File: config.mk
export PLATFORM = sky130hd
export DESIGN_NAME = conv_32_8
export DESIGN_NICKNAME = d
export VERILOG_FILES = /design/src/rtl/conv_32_8.sv
export SDC_FILE = /design/constraint.sdc
export NUM_CORES = 1
export LEC_CHECK = 0
export ABC_CLOCK_PERIOD_IN_PS = 3100
export BUFFER_PORTS_ARGS = -buffer_cell sky130_fd_sc_hd__buf_2
export CELL_PAD_IN_SITES_DETAIL_PLACEMENT = 1
export CELL_PAD_IN_SITES_GLOBAL_PLACEMENT = 2
export CORE_MARGIN = 3
export CORE_UTILIZATION = 41
export CTS_CLUSTER_DIAMETER = 50
export DETAILED_ROUTE_END_ITERATION = 8
export PLACE_DENSITY_LB_ADDON = 0.08
export SKIP_CTS_REPAIR_TIMING = 1
export SYNTH_ARGS = -nofsm -noshare
export SYNTH_HDL_FRONTEND = slang
export SYNTH_SLANG_ARGS = --single-unit
export TNS_END_PERCENT = 20
File: constraint.sdc
create_clock -name clk -period 3.1 [get_ports clk]
set_input_delay 0.31 -clock clk [delete_from_list [all_inputs] [get_ports clk]]
set_output_delay 0.31 -clock clk [all_outputs]
set_load 0.05 [all_outputs]
File: src/rtl/conv_32_8.sv
// 32-bit to 8-bit width down-converter with a one-word pending buffer (byte-rate clock).
// Optional sticky overrun flag output `ovf` enabled by defining CONV_32_8_OVF_EN.
module conv_32_8 #(
  parameter bit         MSB_FIRST = 1'b1,
  parameter logic [7:0] IDLE_DATA = 8'h00
) (
  input  logic        clk,
  input  logic        reset,
  input  logic        in32,
  input  logic [31:0] in_data32,
  output logic        ready32,
  output logic        out8,
  output logic [7:0]  out_data8
`ifdef CONV_32_8_OVF_EN
  ,
  output logic        ovf
`endif
);

  typedef enum logic {StIdle, StSend} state_e;

  state_e      state_q, state_d;
  logic [1:0]  idx_q, idx_d;
  logic [31:0] shreg_q, shreg_d;
  logic [31:0] pend_q, pend_d;
  logic        pend_v_q, pend_v_d;
  logic        out8_q, out8_d;
  logic [7:0]  out_data8_q, out_data8_d;
  logic        accept;

  function automatic logic [7:0] sel_byte(input logic [31:0] word, input logic [1:0] idx);
    logic [1:0] pos;
    pos = MSB_FIRST ? (2'd3 - idx) : idx;
    unique case (pos)
      2'd0:    sel_byte = word[7:0];
      2'd1:    sel_byte = word[15:8];
      2'd2:    sel_byte = word[23:16];
      default: sel_byte = word[31:24];
    endcase
  endfunction

  assign ready32 = reset & ~pend_v_q;
  assign accept  = in32 & ready32;

  always_comb begin
    state_d  = state_q;
    idx_d    = idx_q;
    shreg_d  = shreg_q;
    pend_d   = pend_q;
    pend_v_d = pend_v_q;
    unique case (state_q)
      StIdle: begin
        if (accept) begin
          shreg_d = in_data32;
          idx_d   = 2'd0;
          state_d = StSend;
        end
      end
      StSend: begin
        if (idx_q == 2'd3) begin
          // Pending word wins; ready32 is low whenever it is present, so no accept can collide.
          if (pend_v_q) begin
            shreg_d  = pend_q;
            pend_v_d = 1'b0;
            idx_d    = 2'd0;
          end else if (accept) begin
            shreg_d = in_data32;
            idx_d   = 2'd0;
          end else begin
            idx_d   = 2'd0;
            state_d = StIdle;
          end
        end else begin
          idx_d = idx_q + 2'd1;
          if (accept) begin
            pend_d   = in_data32;
            pend_v_d = 1'b1;
          end
        end
      end
      default: state_d = StIdle;
    endcase
    // Outputs are registered from next state so the first byte shows one cycle after accept.
    out8_d      = (state_d == StSend);
    out_data8_d = out8_d ? sel_byte(shreg_d, idx_d) : IDLE_DATA;
  end

  always_ff @(posedge clk or negedge reset) begin
    if (!reset) begin
      state_q     <= StIdle;
      idx_q       <= 2'd0;
      shreg_q     <= 32'h0;
      pend_q      <= 32'h0;
      pend_v_q    <= 1'b0;
      out8_q      <= 1'b0;
      out_data8_q <= IDLE_DATA;
    end else begin
      state_q     <= state_d;
      idx_q       <= idx_d;
      shreg_q     <= shreg_d;
      pend_q      <= pend_d;
      pend_v_q    <= pend_v_d;
      out8_q      <= out8_d;
      out_data8_q <= out_data8_d;
    end
  end

  assign out8      = out8_q;
  assign out_data8 = out_data8_q;

`ifdef CONV_32_8_OVF_EN
  logic ovf_q, ovf_d;

  assign ovf_d = ovf_q | (in32 & ~ready32);

  always_ff @(posedge clk or negedge reset) begin
    if (!reset) begin
      ovf_q <= 1'b0;
    end else begin
      ovf_q <= ovf_d;
    end
  end

  assign ovf = ovf_q;
`endif

endmodule

==> reports/qor.json <==
{
  "path_buf_inv": {"value": 4},
  "dp_hpwl": {"value": 7.23, "unit": "mm"},
  "worst-slew-pin-transition": {"value": 0.826, "unit": "ns"},
  "detailedRoute.firstIterationViolations": {"value": 79},
  "critical_path.reg2reg.startpoint": {"value": "idx_q[0]"},
  "leakagePower": {"value": 1.88, "unit": "nW"},
  "port_buffers": {"value": 44},
  "setup.worst_path.start": {"value": "reset"},
  "grt_overflow_total": {"value": 0},
  "drcViolationCount": {"value": 0},
  "worst_setup_path_endpoint": {"value": "ready32"},
  "timing.setup.critical_path_class": {"value": "in2out"},
  "syn-cell-area": {"value": 3650, "unit": "um^2"},
  "power.density": {"value": 1220, "unit": "nW/um^2"},
  "grtUsageTotal": {"value": 21.8, "unit": "%"},
  "die-area": {"value": 10100, "unit": "um^2"},
  "final_min_period_over_clock_period": {"value": 86.2, "unit": "%"},
  "synth_xor_xnor_area_share": {"value": 0, "unit": "%"},
  "status": {"value": "finished clean"},
  "design.final.nets": {"value": 405},
  "clock.fmax": {"value": 0.374, "unit": "GHz"},
  "post_drt_via_cell_ratio": {"value": 6.06},
  "critPathRequiredTime": {"value": 2.79, "unit": "ns"},
  "clock_sinks": {"value": 76},
  "global_route_wire_length_before_repair": {"value": 16.7, "unit": "mm"},
  "floorplan.io_pins": {"value": 45},
  "grt_pass1_vias": {"value": 3081},
  "clock-root-buffer": {"value": "clkbuf_8"},
  "cts_tree": {"value": "built"},
  "firstDrtPassIters": {"value": 4},
  "timing.critical_path.slowest_stage_cell": {"value": "buf_4"},
  "worstSetupPathDepth": {"value": 5},
  "area_of_the_core": {"value": 8420, "unit": "um^2"},
  "max_stage_delay": {"value": 0.69, "unit": "ns"},
  "clockBufferDepth": {"value": 2},
  "critPathMaxFanout": {"value": 62},
  "total_power": {"value": 5.13, "unit": "mW"},
  "diodes": {"value": 0},
  "tns": {"value": 0, "unit": "ns"},
  "antenna_violations_before_repair": {"value": 0},
  "netlist_instances": {"value": 323},
  "synth_edf_count": {"value": 0},
  "cts.htree.levels": {"value": 3},
  "finalWeightedCongestion": {"value": 0.815},
  "die_w": {"value": 100, "unit": "um"},
  "grt_max_degree": {"value": 63},
  "synthFlopType": {"value": "dfrtp_1"},
  "hold_ws": {"value": 0.200, "unit": "ns"},
  "yosys_register_bits": {"value": 76},
  "max_cap_viol_count": {"value": 0},
  "r2r-end": {"value": "out_data8[6]"},
  "routed_wl": {"value": 10.3, "unit": "mm"},
  "dominant_combinational_cell_family_by_area_after_synthesis": {"value": "compound AO/OA/AOI/OAI gates"},
  "fraction_of_final_layout_cells_with_drive_strength_greater_than_1": {"value": 30.6, "unit": "%"},
  "grt_setup_unrepaired": {"value": "false"},
  "layout_overhead_on_the_synthesized_area": {"value": 15.0, "unit": "%"},
  "timing.critical_path.to_type": {"value": "output pin"},
  "cts_bufs_inserted": {"value": 9},
  "holdCritPathClass": {"value": "in2reg"},
  "crit_family": {"value": "buffers and inverters"},
  "initial_core_util": {"value": 43.3, "unit": "%"},
  "die_y": {"value": 100, "unit": "um"},
  "setup_viol": {"value": 0},
  "worst-endpoint-arrival": {"value": 2.36, "unit": "ns"},
  "synth-async-reset-ratio": {"value": 100, "unit": "%"},
  "reg2reg_setup_slack": {"value": 0.74, "unit": "ns"},
  "synth_adder_area_share": {"value": 0.343, "unit": "%"},
  "complex_gate_fraction_of_the_synthesized_area": {"value": 19.4, "unit": "%"},
  "seq_area_frac_synth": {"value": 52.2, "unit": "%"},
  "critPathLaunchType": {"value": "primary input"},
  "via_count": {"value": 2899},
  "rows": {"value": 33},
  "clkLatencyLatePin": {"value": 0.35, "unit": "ns"},
  "syn-mean-instance-area": {"value": 11.3, "unit": "um^2"},
  "routed_length_per_placed_instance": {"value": 21.6, "unit": "um"},
  "yosys_warnings": {"value": 0},
  "cts.reportedPaths.clkPinSlew": {"value": 0.08, "unit": "ns"},
  "synth.net_count": {"value": 359},
  "ant_nets": {"value": 0},
  "timing.slew.headroom": {"value": 45.0, "unit": "%"},
  "final_hold_viol_count": {"value": 0},
  "path_common_cell": {"value": "buf_4"},
  "synth.distinct_cells": {"value": 39},
  "skew": {"value": 0.0107, "unit": "ns"},
  "synthMuxAreaShare": {"value": 13.7, "unit": "%"},
  "crit_path_cell_trace": {"value": "dlygate4sd3_1 > buf_4 > buf_4 > nor2b_1 > buf_2"},
  "reg2reg_depth": {"value": 9},
  "shortest_period_the_worst_path_allows": {"value": 2.67, "unit": "ns"},
  "simple_gate_area_share_of_the_yosys_netlist": {"value": 9.88, "unit": "%"},
  "final_max_slew_viol_count": {"value": 0},
  "vdd_drop_max": {"value": 0.000525, "unit": "V"}
}
[registers in the layout, indices dropped and copies added, names as in the netlist]
signal,cells
shreg_q,32
pend_v_q,1
out_data8,8
pend_q,32
out8,1
idx_q,2
[metrics by stage]
stage / util [%] / setup slack (ns) / cells / area [um^2]
after global placement: 46.9 / 0.747 / 462 / 3950
after floorplan: - / 1.24 / 323 / 3650
after CTS: 49.7 / 0.725 / 477 / 4180
after detailed placement: 46.9 / 0.736 / 462 / 3950
final: 49.8 / 0.427 / 478 / 4190
after global routing: 49.8 / 0.236 / 478 / 4190
[cell type report]
type	count	area, um^2
Clock buffer	10	138
Clock inverter	5	100
Fill cell	925	4230
Inverter	3	11.3
Multi-Input combinational cell	221	1580
Sequential cell	76	1900
Tap cell	105	131
Timing Repair Buffer	58	330
[cell families after synthesis]
logic type / count (synthesis)
AO/OA/AOI/OAI: 103
adder cells (fa/ha/maj): 1
buffers and inverters: 26
flip-flops: 76
multiplexers: 46
AND/OR/NAND/NOR: 71
[metal layers]
metal	track usage, %	vias up	part of all wire, %
met5	0	-	0
met3	3.34	11	3.8
met4	7.77	0	1.5
met1	30.4	1504	48
met2	34.7	66	47
li1	-	1318	-
[synth_stat cells (all sizes together) (7+ instances only)]
cell	number	area (um^2)
nand2	30	113
dfrtp	76	1900
o22ai	37	231
nor3	7	35.0
a21oi	14	70.1
nor2	8	30.0
o21ai	16	91.3
mux2i	14	140
a32oi	12	105
nor2b	13	81.3
a22oi	9	82.6
buf	20	139
mux2	32	360
[worst min path at each step]
stage                        startpoint         end  slack [ns]  depth (start not counted)
final                     in_data32[13]  pend_q[13]        0.20                          2
after global placement            reset  pend_q[29]        0.21                          1
after floorplan                   reset    idx_q[0]        0.01                          0
after CTS                         reset   pend_q[0]       -0.17                          1
after detailed placement          reset  pend_q[29]        0.21                          1
after global routing      in_data32[13]  pend_q[13]        0.19                          2
[worst register-to-register path, cell delays in order (launching register included)]
cell and delay, ns:
dfrtp_1 0.38, ha_1 0.18, buf_4 0.22, buf_4 0.26, nor2b_1 0.10, buf_4 0.18, a211o_1 0.32, a221o_1 0.40
o22ai_1 0.13, nor3_1 0.07
[layout by cell type, fill, tap and decap left out, types with 3 or more instances in the layout]
cell | netlist | final
o21ai_0 | 15 | 15
bufinv_16 | 0 | 3
nor2b_1 | 13 | 13
a221oi_1 | 6 | 6
a21oi_1 | 14 | 14
buf_2 | 12 | 43
a32oi_1 | 12 | 12
dfrtp_1 | 76 | 76
nand2_1 | 30 | 30
nor2_1 | 8 | 8
a22oi_1 | 6 | 6
clkbuf_8 | 0 | 10
mux2_2 | 32 | 32
a22oi_2 | 3 | 3
mux2i_1 | 14 | 14
buf_4 | 3 | 14
nor3_1 | 7 | 7
o22ai_1 | 37 | 37
[power breakdown]
group	switching [mW]	internal [mW]	total [mW]
logic	1.47	0.933	2.41
clock network	0.373	0.550	0.923
registers	0.318	1.48	1.80
total	2.16	2.97	5.13
No activity file was read; power rests on OpenSTA's default activity.
